[src/rtl/audio_spi_tdm_transceiver.sv]
// SPI sample receiver feeding a FIFO that is replayed as an I2S or TDM stream.
// Shares one divided bit clock between the SPI side and the DAC side.
module audio_spi_tdm_transceiver #(
  parameter int SAMPLE_W   = 24,
  parameter int SLOT_W     = 32,
  parameter int NUM_CH     = 2,
  parameter int FIFO_DEPTH = 8,
  parameter int CLK_DIV    = 4,
  parameter int MCLK_DIV   = 2,
  parameter int MODE       = 0,
  localparam int BW = (SLOT_W > 1) ? $clog2(SLOT_W) : 1,
  localparam int CW = (NUM_CH > 1) ? $clog2(NUM_CH) : 1
) (
  input  logic          input_clk,
  input  logic          reset,
  input  logic          spi_mosi,
  input  logic          spi_cs,
  output logic          serial_clk,
  output logic          i2s_dac_mclk,
  output logic          i2s_ws,
  output logic          i2s_sd,
  output logic          RED_LED,
  output logic          GREEN_LED,
  output logic          BLUE_LED,
  output logic [BW-1:0] i2s_bit_counter,
  output logic [CW-1:0] i2s_ch_counter
);

  localparam int DW  = (CLK_DIV > 2) ? $clog2(CLK_DIV) : 1;
  localparam int MW  = (MCLK_DIV > 2) ? $clog2(MCLK_DIV) : 1;
  localparam int AW  = (FIFO_DEPTH > 1) ? $clog2(FIFO_DEPTH) : 1;
  localparam int LW  = $clog2(FIFO_DEPTH + 1);
  localparam int SCW = (SAMPLE_W > 1) ? $clog2(SAMPLE_W) : 1;

  typedef enum logic {
    IDLE,
    RUN
  } tx_state_t;

  logic [DW-1:0] div_cnt;
  logic [DW-1:0] div_nxt;
  logic          rise_tick;
  logic          fall_tick;
  logic [MW-1:0] mdiv_cnt;
  logic [MW-1:0] mdiv_nxt;

  assign rise_tick = (div_cnt == DW'(CLK_DIV/2 - 1));
  assign fall_tick = (div_cnt == DW'(CLK_DIV - 1));
  assign div_nxt   = fall_tick ? '0 : div_cnt + DW'(1);
  assign mdiv_nxt  = (mdiv_cnt == MW'(MCLK_DIV - 1)) ?
                     '0 : mdiv_cnt + MW'(1);

  // Bit clock divider; serial_clk is high in the upper half of the count.
  always_ff @(posedge input_clk or negedge reset) begin
    if (!reset) begin
      div_cnt    <= '0;
      serial_clk <= 1'b0;
    end else begin
      div_cnt    <= div_nxt;
      serial_clk <= (div_nxt >= DW'(CLK_DIV/2));
    end
  end

  // Independent DAC master clock divider.
  always_ff @(posedge input_clk or negedge reset) begin
    if (!reset) begin
      mdiv_cnt     <= '0;
      i2s_dac_mclk <= 1'b0;
    end else begin
      mdiv_cnt     <= mdiv_nxt;
      i2s_dac_mclk <= (mdiv_nxt >= MW'(MCLK_DIV/2));
    end
  end

  logic [SCW-1:0]      rx_cnt;
  logic [SAMPLE_W-1:0] rx_sh;
  logic [SAMPLE_W-1:0] rx_nxt;
  logic                rx_done;

  assign rx_nxt  = SAMPLE_W'({rx_sh, spi_mosi});
  assign rx_done = rise_tick && !spi_cs &&
                   (rx_cnt == SCW'(SAMPLE_W - 1));

  // SPI shift-in; deselect throws away any partial word.
  always_ff @(posedge input_clk or negedge reset) begin
    if (!reset) begin
      rx_cnt <= '0;
      rx_sh  <= '0;
    end else if (spi_cs) begin
      rx_cnt <= '0;
      rx_sh  <= '0;
    end else if (rise_tick) begin
      rx_sh  <= rx_nxt;
      rx_cnt <= rx_done ? '0 : rx_cnt + SCW'(1);
    end
  end

  logic [SAMPLE_W-1:0] mem [FIFO_DEPTH];
  logic [AW-1:0]       wptr;
  logic [AW-1:0]       rptr;
  logic [LW-1:0]       level;
  logic                full;
  logic                empty;
  logic                push;
  logic                pop;
  logic                load;

  assign full  = (level == LW'(FIFO_DEPTH));
  assign empty = (level == '0);
  assign push  = rx_done && !full;
  assign pop   = load && !empty;

  // Sample storage; no reset needed since level gates every read.
  always_ff @(posedge input_clk) begin
    if (push) mem[wptr] <= rx_nxt;
  end

  // FIFO pointers, fill level and sticky overflow flag.
  always_ff @(posedge input_clk or negedge reset) begin
    if (!reset) begin
      wptr    <= '0;
      rptr    <= '0;
      level   <= '0;
      RED_LED <= 1'b0;
    end else begin
      if (push)
        wptr <= (wptr == AW'(FIFO_DEPTH - 1)) ? '0 : wptr + AW'(1);
      if (pop)
        rptr <= (rptr == AW'(FIFO_DEPTH - 1)) ? '0 : rptr + AW'(1);
      unique case ({push, pop})
        2'b10:   level <= level + LW'(1);
        2'b01:   level <= level - LW'(1);
        default: level <= level;
      endcase
      if (rx_done && full) RED_LED <= 1'b1;
    end
  end

  tx_state_t state_q;
  tx_state_t state_d;

  // Transmitter state register.
  always_ff @(posedge input_clk or negedge reset) begin
    if (!reset) state_q <= IDLE;
    else        state_q <= state_d;
  end

  // Start once a full frame is buffered; never stop until reset.
  always_comb begin
    state_d = state_q;
    unique case (state_q)
      IDLE: if (level >= LW'(NUM_CH)) state_d = RUN;
      RUN:  state_d = RUN;
      default: state_d = IDLE;
    endcase
  end

  assign GREEN_LED = (state_q == RUN);

  logic              started;
  logic [BW-1:0]     bit_q;
  logic [CW-1:0]     ch_q;
  logic [BW-1:0]     bit_n;
  logic [CW-1:0]     ch_n;
  logic              ws_q;
  logic              ws_n;
  logic [SLOT_W-1:0] shreg;
  logic [SLOT_W-1:0] load_val;
  logic              last_bit;
  logic              last_ch;

  assign last_bit = (bit_q == BW'(SLOT_W - 1));
  assign last_ch  = (ch_q == CW'(NUM_CH - 1));
  assign load     = fall_tick && GREEN_LED && (!started || last_bit);
  assign load_val = empty ? '0 :
                    (SLOT_W'(mem[rptr]) << (SLOT_W - SAMPLE_W));

  // Next slot position and word-select level for the coming bit.
  always_comb begin
    bit_n = '0;
    ch_n  = '0;
    ws_n  = ws_q;
    if (started) begin
      if (last_bit) begin
        bit_n = '0;
        ch_n  = last_ch ? '0 : ch_q + CW'(1);
      end else begin
        bit_n = bit_q + BW'(1);
        ch_n  = ch_q;
      end
    end
    if (MODE == 0) begin
      if (started && bit_n == BW'(SLOT_W - 1))
        ws_n = (ch_n != CW'(NUM_CH - 1)) && !ch_n[0];
    end else begin
      ws_n = started && (bit_n == BW'(SLOT_W - 1)) &&
             (ch_n == CW'(NUM_CH - 1));
    end
  end

  // Slot counters, output shifter and sticky underflow flag.
  always_ff @(posedge input_clk or negedge reset) begin
    if (!reset) begin
      started  <= 1'b0;
      bit_q    <= '0;
      ch_q     <= '0;
      ws_q     <= 1'b0;
      shreg    <= '0;
      BLUE_LED <= 1'b0;
    end else if (GREEN_LED && fall_tick) begin
      started <= 1'b1;
      bit_q   <= bit_n;
      ch_q    <= ch_n;
      ws_q    <= ws_n;
      shreg   <= load ? load_val : shreg << 1;
      if (load && empty) BLUE_LED <= 1'b1;
    end
  end

  assign i2s_sd          = shreg[SLOT_W-1];
  assign i2s_ws          = ws_q;
  assign i2s_bit_counter = bit_q;
  assign i2s_ch_counter  = ch_q;

endmodule
[config.mk]
export PLATFORM = sky130hd
export DESIGN_NAME = audio_spi_tdm_transceiver
export DESIGN_NICKNAME = d
export VERILOG_FILES = /design/src/rtl/audio_spi_tdm_transceiver.sv
export SDC_FILE = /design/constraint.sdc
export NUM_CORES = 1
export LEC_CHECK = 0
export ABC_AREA = 1
export CAP_MARGIN = 20
export CORE_ASPECT_RATIO = 0.7
export CORE_UTILIZATION = 57
export DETAILED_ROUTE_END_ITERATION = 10
export PLACE_DENSITY = 0.75
export SYNTH_ARGS = -nofsm -noshare
export SYNTH_HDL_FRONTEND = slang
export SYNTH_SLANG_ARGS = --single-unit
[constraint.sdc]
create_clock -name input_clk -period 3.7 [get_ports input_clk]
set_input_delay 0.37 -clock input_clk [delete_from_list [all_inputs] [get_ports input_clk]]
set_output_delay 0.37 -clock input_clk [all_outputs]
set_load 0.005 [all_outputs]
==> run_results.csv <==
group,metric,value,unit
status,status,"finished clean",
cts,clockBufferDepth,3,
worst_setup_path,cp_max_fo,31,
logic_synthesis,ys_top_cells_by_area,"edfxtp_1 50%, dfrtp_1 16%, nand2_1 10%",
die,dieArea,0.0210,mm²
place,placed_cell_area,0.0120,mm²
cts,clkTransAtPathRegs,0.07,ns
cts,clock_latency,0.53,ns
cts,cts_tree,"built",
cts,post_cts_resized,0,
worst_setup_path,cp.required,4.13,ns
drt,vias,7907,
drt,wire_per_inst,17.0,µm
drt,routed_wl,24900,µm
sta,fmax,381,MHz
cts,cts_made_buffers,24,
place,dp_hpwl,14000,µm
logic_synthesis,synth_most_common_cell,"nand2_1",
job,maxCapViolations,0,
global_route,antenna_found_initial,0,
drt,ant_nets,0,
min_path,hold_class,"reg -> reg",
finish,layout-drive-gt1-share,6.80,%
die,die_x,173,µm
sta,maxSlewViolCount,0,
place,pre_cts_ws,1.05,ns
logic_synthesis,synthesis.instances,1163,
pwr,p_leak,5.72,nW
global_route,gr-total-overflow,0,
sta,setup_viol,0,
sta,worst_pin_slew,1.09,ns
sta,hold_viol_final,0,
global_route,grt_pass1_wl,39600,µm
logic_synthesis,synth_area,0.0116,mm²
worst_setup_path,path_cells,"ha_1 > nand2_1 > nor2_1 > ha_1 > inv_1 > nand2_1 > nand2_1 > nor2_2 > buf_4 > ha_1 > a21oi_1 > xor2_1 > o21ai_0",
sta,setup_tns,0,ns
logic_synthesis,synth_area_leader_cell,"edfxtp_1",
die,coreArea,0.0199,mm²
logic_synthesis,ys_types,32,
worst_setup_path,crit_type,"reg -> reg",
sta,fin_crit_sh,70.9,%
drt,avgViaCountPerCell,5.41,
logic_synthesis,ys.warnings.count,0,
global_route,grtUsageTotal,24.2,%
global_route,grt_pass1_vias,7541,
sta,period_needed,2.62,ns
logic_synthesis,ys_async_sr_fraction,28.4,%
sta,skew,0.0174,ns
place,io_buffers,16,
worst_setup_path,setup.worst_path.end_class,"register",
drt,drc,0,
cts,clkSinkCount,268,
global_route,grt_max_degree,99,
pwr,ir_worst_vdd,0.398,mV
worst_setup_path,cp.arrival,3.05,ns
worst_setup_path,max_stage_delay,0.41,ns
die,rows,43,
logic_synthesis,synth-main-ff-cell,"edfxtp_1",
logic_synthesis,avgSynthCellArea,9.99,µm²
logic_synthesis,ys_seq_area_share,66.0,%
place,gp_congestion,0.867,
cts,root_buffer,"clkbuf_16",
finish,n_antenna_cell,0,
die,die_h,121,µm
pwr,p_per_area,454,mW/mm²
worst_setup_path,slowest_stage,"buf_4",
worst_setup_path,worstSetupStartpointType,"register",
finish,final_nets,1190,
drt,firstDrtPassIters,5,
die,ios,17,
logic_synthesis,netlist.area_leader.share,49.6,%
sta,fin_ws,1.08,ns
drt,drt_iter0_drc,769,
logic_synthesis,ys_seq_elements,268,
sta,rsz0062_at_grt,"false",
sta,slew_headroom,27.5,%
die,start_util,58.3,%
cts,htreeDepth,1,
finish,fin_area,0.0129,mm²
finish,area_growth,10.8,%
pwr,finalPower,5.84,mW
logic_synthesis,synth_edf_count,192,
logic_synthesis,netlist_top_cells_count,"320 x nand2_1, 211 x inv_1, 192 x edfxtp_1",
logic_synthesis,synth_nets,1179,
==> state kept, by name, summed over array words and instances, names as in the netlist, 2 cells and up <==
| signal | cells |
|---|---|
| div_cnt | 2 |
| i2s_bit_counter | 5 |
| level | 4 |
| mem | 192 |
| rptr | 3 |
| rx_cnt | 5 |
| rx_sh | 23 |
| shreg | 24 |
| wptr | 3 |
==> area by class of cell <==
| cell class | count | area (µm²) |
|---|---|---|
| flip-flops and latches | 268 | 7670 |
| fillers | 1513 | 7040 |
| multi-input cells | 626 | 2880 |
| inverters | 216 | 812 |
| clock buffers | 31 | 658 |
| repair buffers | 38 | 350 |
| well taps | 270 | 338 |
| clock inverters | 13 | 161 |
==> worst paths after layout <==
path	startpoint	endpoint	slack, ns	cells after the start
hold / removal	i2s_dac_mclk	i2s_dac_mclk	0.43	1
min in group asynchronous	reset	rx_sh[20]	0.48	2
hold reg to reg	i2s_dac_mclk	i2s_dac_mclk	0.43	1
setup / recovery	i2s_bit_counter[1]	level[2]	1.08	13
max in group asynchronous	reset	shreg[25]	2.43	3
setup reg to reg	i2s_bit_counter[1]	level[2]	1.08	13
==> per-stage QoR <==
stage	instances	hold slack, ns	utilization (%)
floorplan	1163	0.0744	-
finish	1462	0.426	64.6
CTS	1462	0.428	64.6
detailed placement	1417	0.419	60.5
global placement	1417	0.404	60.5
global route	1462	0.445	64.6
==> routing by layer <==
layer | up-vias | wire, µm | share of wire [%] | track usage, %
li1 | 3761 | - | - | -
met1 | 3806 | 11000 | 44 | 34.5
met2 | 301 | 11600 | 47 | 39.1
met3 | 39 | 1890 | 7.6 | 3.76
met4 | 0 | 366 | 1.5 | 6.47
met5 | - | 0 | 0 | 0
==> worst max-delay path, delay by kind of cell (launching register included) <==
family / cells / cell delay (ns)
and+or+nand+nor: 5 / 0.58
buffers and inverters: 2 / 0.47
adders and majority gates: 3 / 0.65
AOI/OAI and AO/OA: 2 / 0.26
xor gates and xnor gates: 1 / 0.17
DFF: 1 / 0.40
==> what timing repair did <==
item	4_1_cts	5_1_grt
buffers inserted	0	0
hold buffers	1	0
setup endpoints to repair	0	0
endpoints found under the hold margin	58	0
==> report_power, final <==
| group | total [mW] | switching, mW | internal [mW] |
|---|---|---|---|
| Combinational | 0.0335 | 0.0275 | 0.00598 |
| Clock | 2.62 | 1.08 | 1.53 |
| Sequential | 3.19 | 0.000878 | 3.19 |
| Total | 5.84 | 1.11 | 4.73 |
==> logic make-up (layout without fill, tap and decap cells) <==
family / Yosys count / count (layout) / share of synthesized area, %
AND/OR/NAND/NOR: 537 / 537 / 19.4
buffers and inverters: 269 / 298 / 9.46
flip-flops: 268 / 268 / 66.0
AO/OA/AOI/OAI: 73 / 73 / 3.52
adder cells (fa/ha/maj): 12 / 12 / 1.29
XOR/XNOR: 3 / 3 / 0.226
multiplexers: 1 / 1 / 0.0862
==> cells in the final DEF (no fill, tap or decap) <==
cell	count
edfxtp_1	192
nand4_1	3
buf_12	2
nor2_2	7
dfrtp_1	75
dlygate4sd3_1	1
inv_1	211
inv_2	3
o31ai_1	1
xnor2_1	1
bufinv_16	4
nand2_4	2
mux2i_1	1
o22ai_1	23
nand2_1	320
clkbuf_8	1
ha_1	12
o21ai_1	1
clkdlybuf4s50_1	15
o211ai_1	2
nor2_1	44
a21oi_1	26
or2_2	2
nand3_1	153
clkinv_2	7
xor2_1	2
buf_4	20
a31o_2	1
o21ai_0	18
clkbuf_16	25
dfrtp_2	1
nand2_2	2
clkbuf_1	5
o32ai_1	1
clkinv_1	4
nor3_2	4
Note: power is estimated with default switching activity, not from simulation.
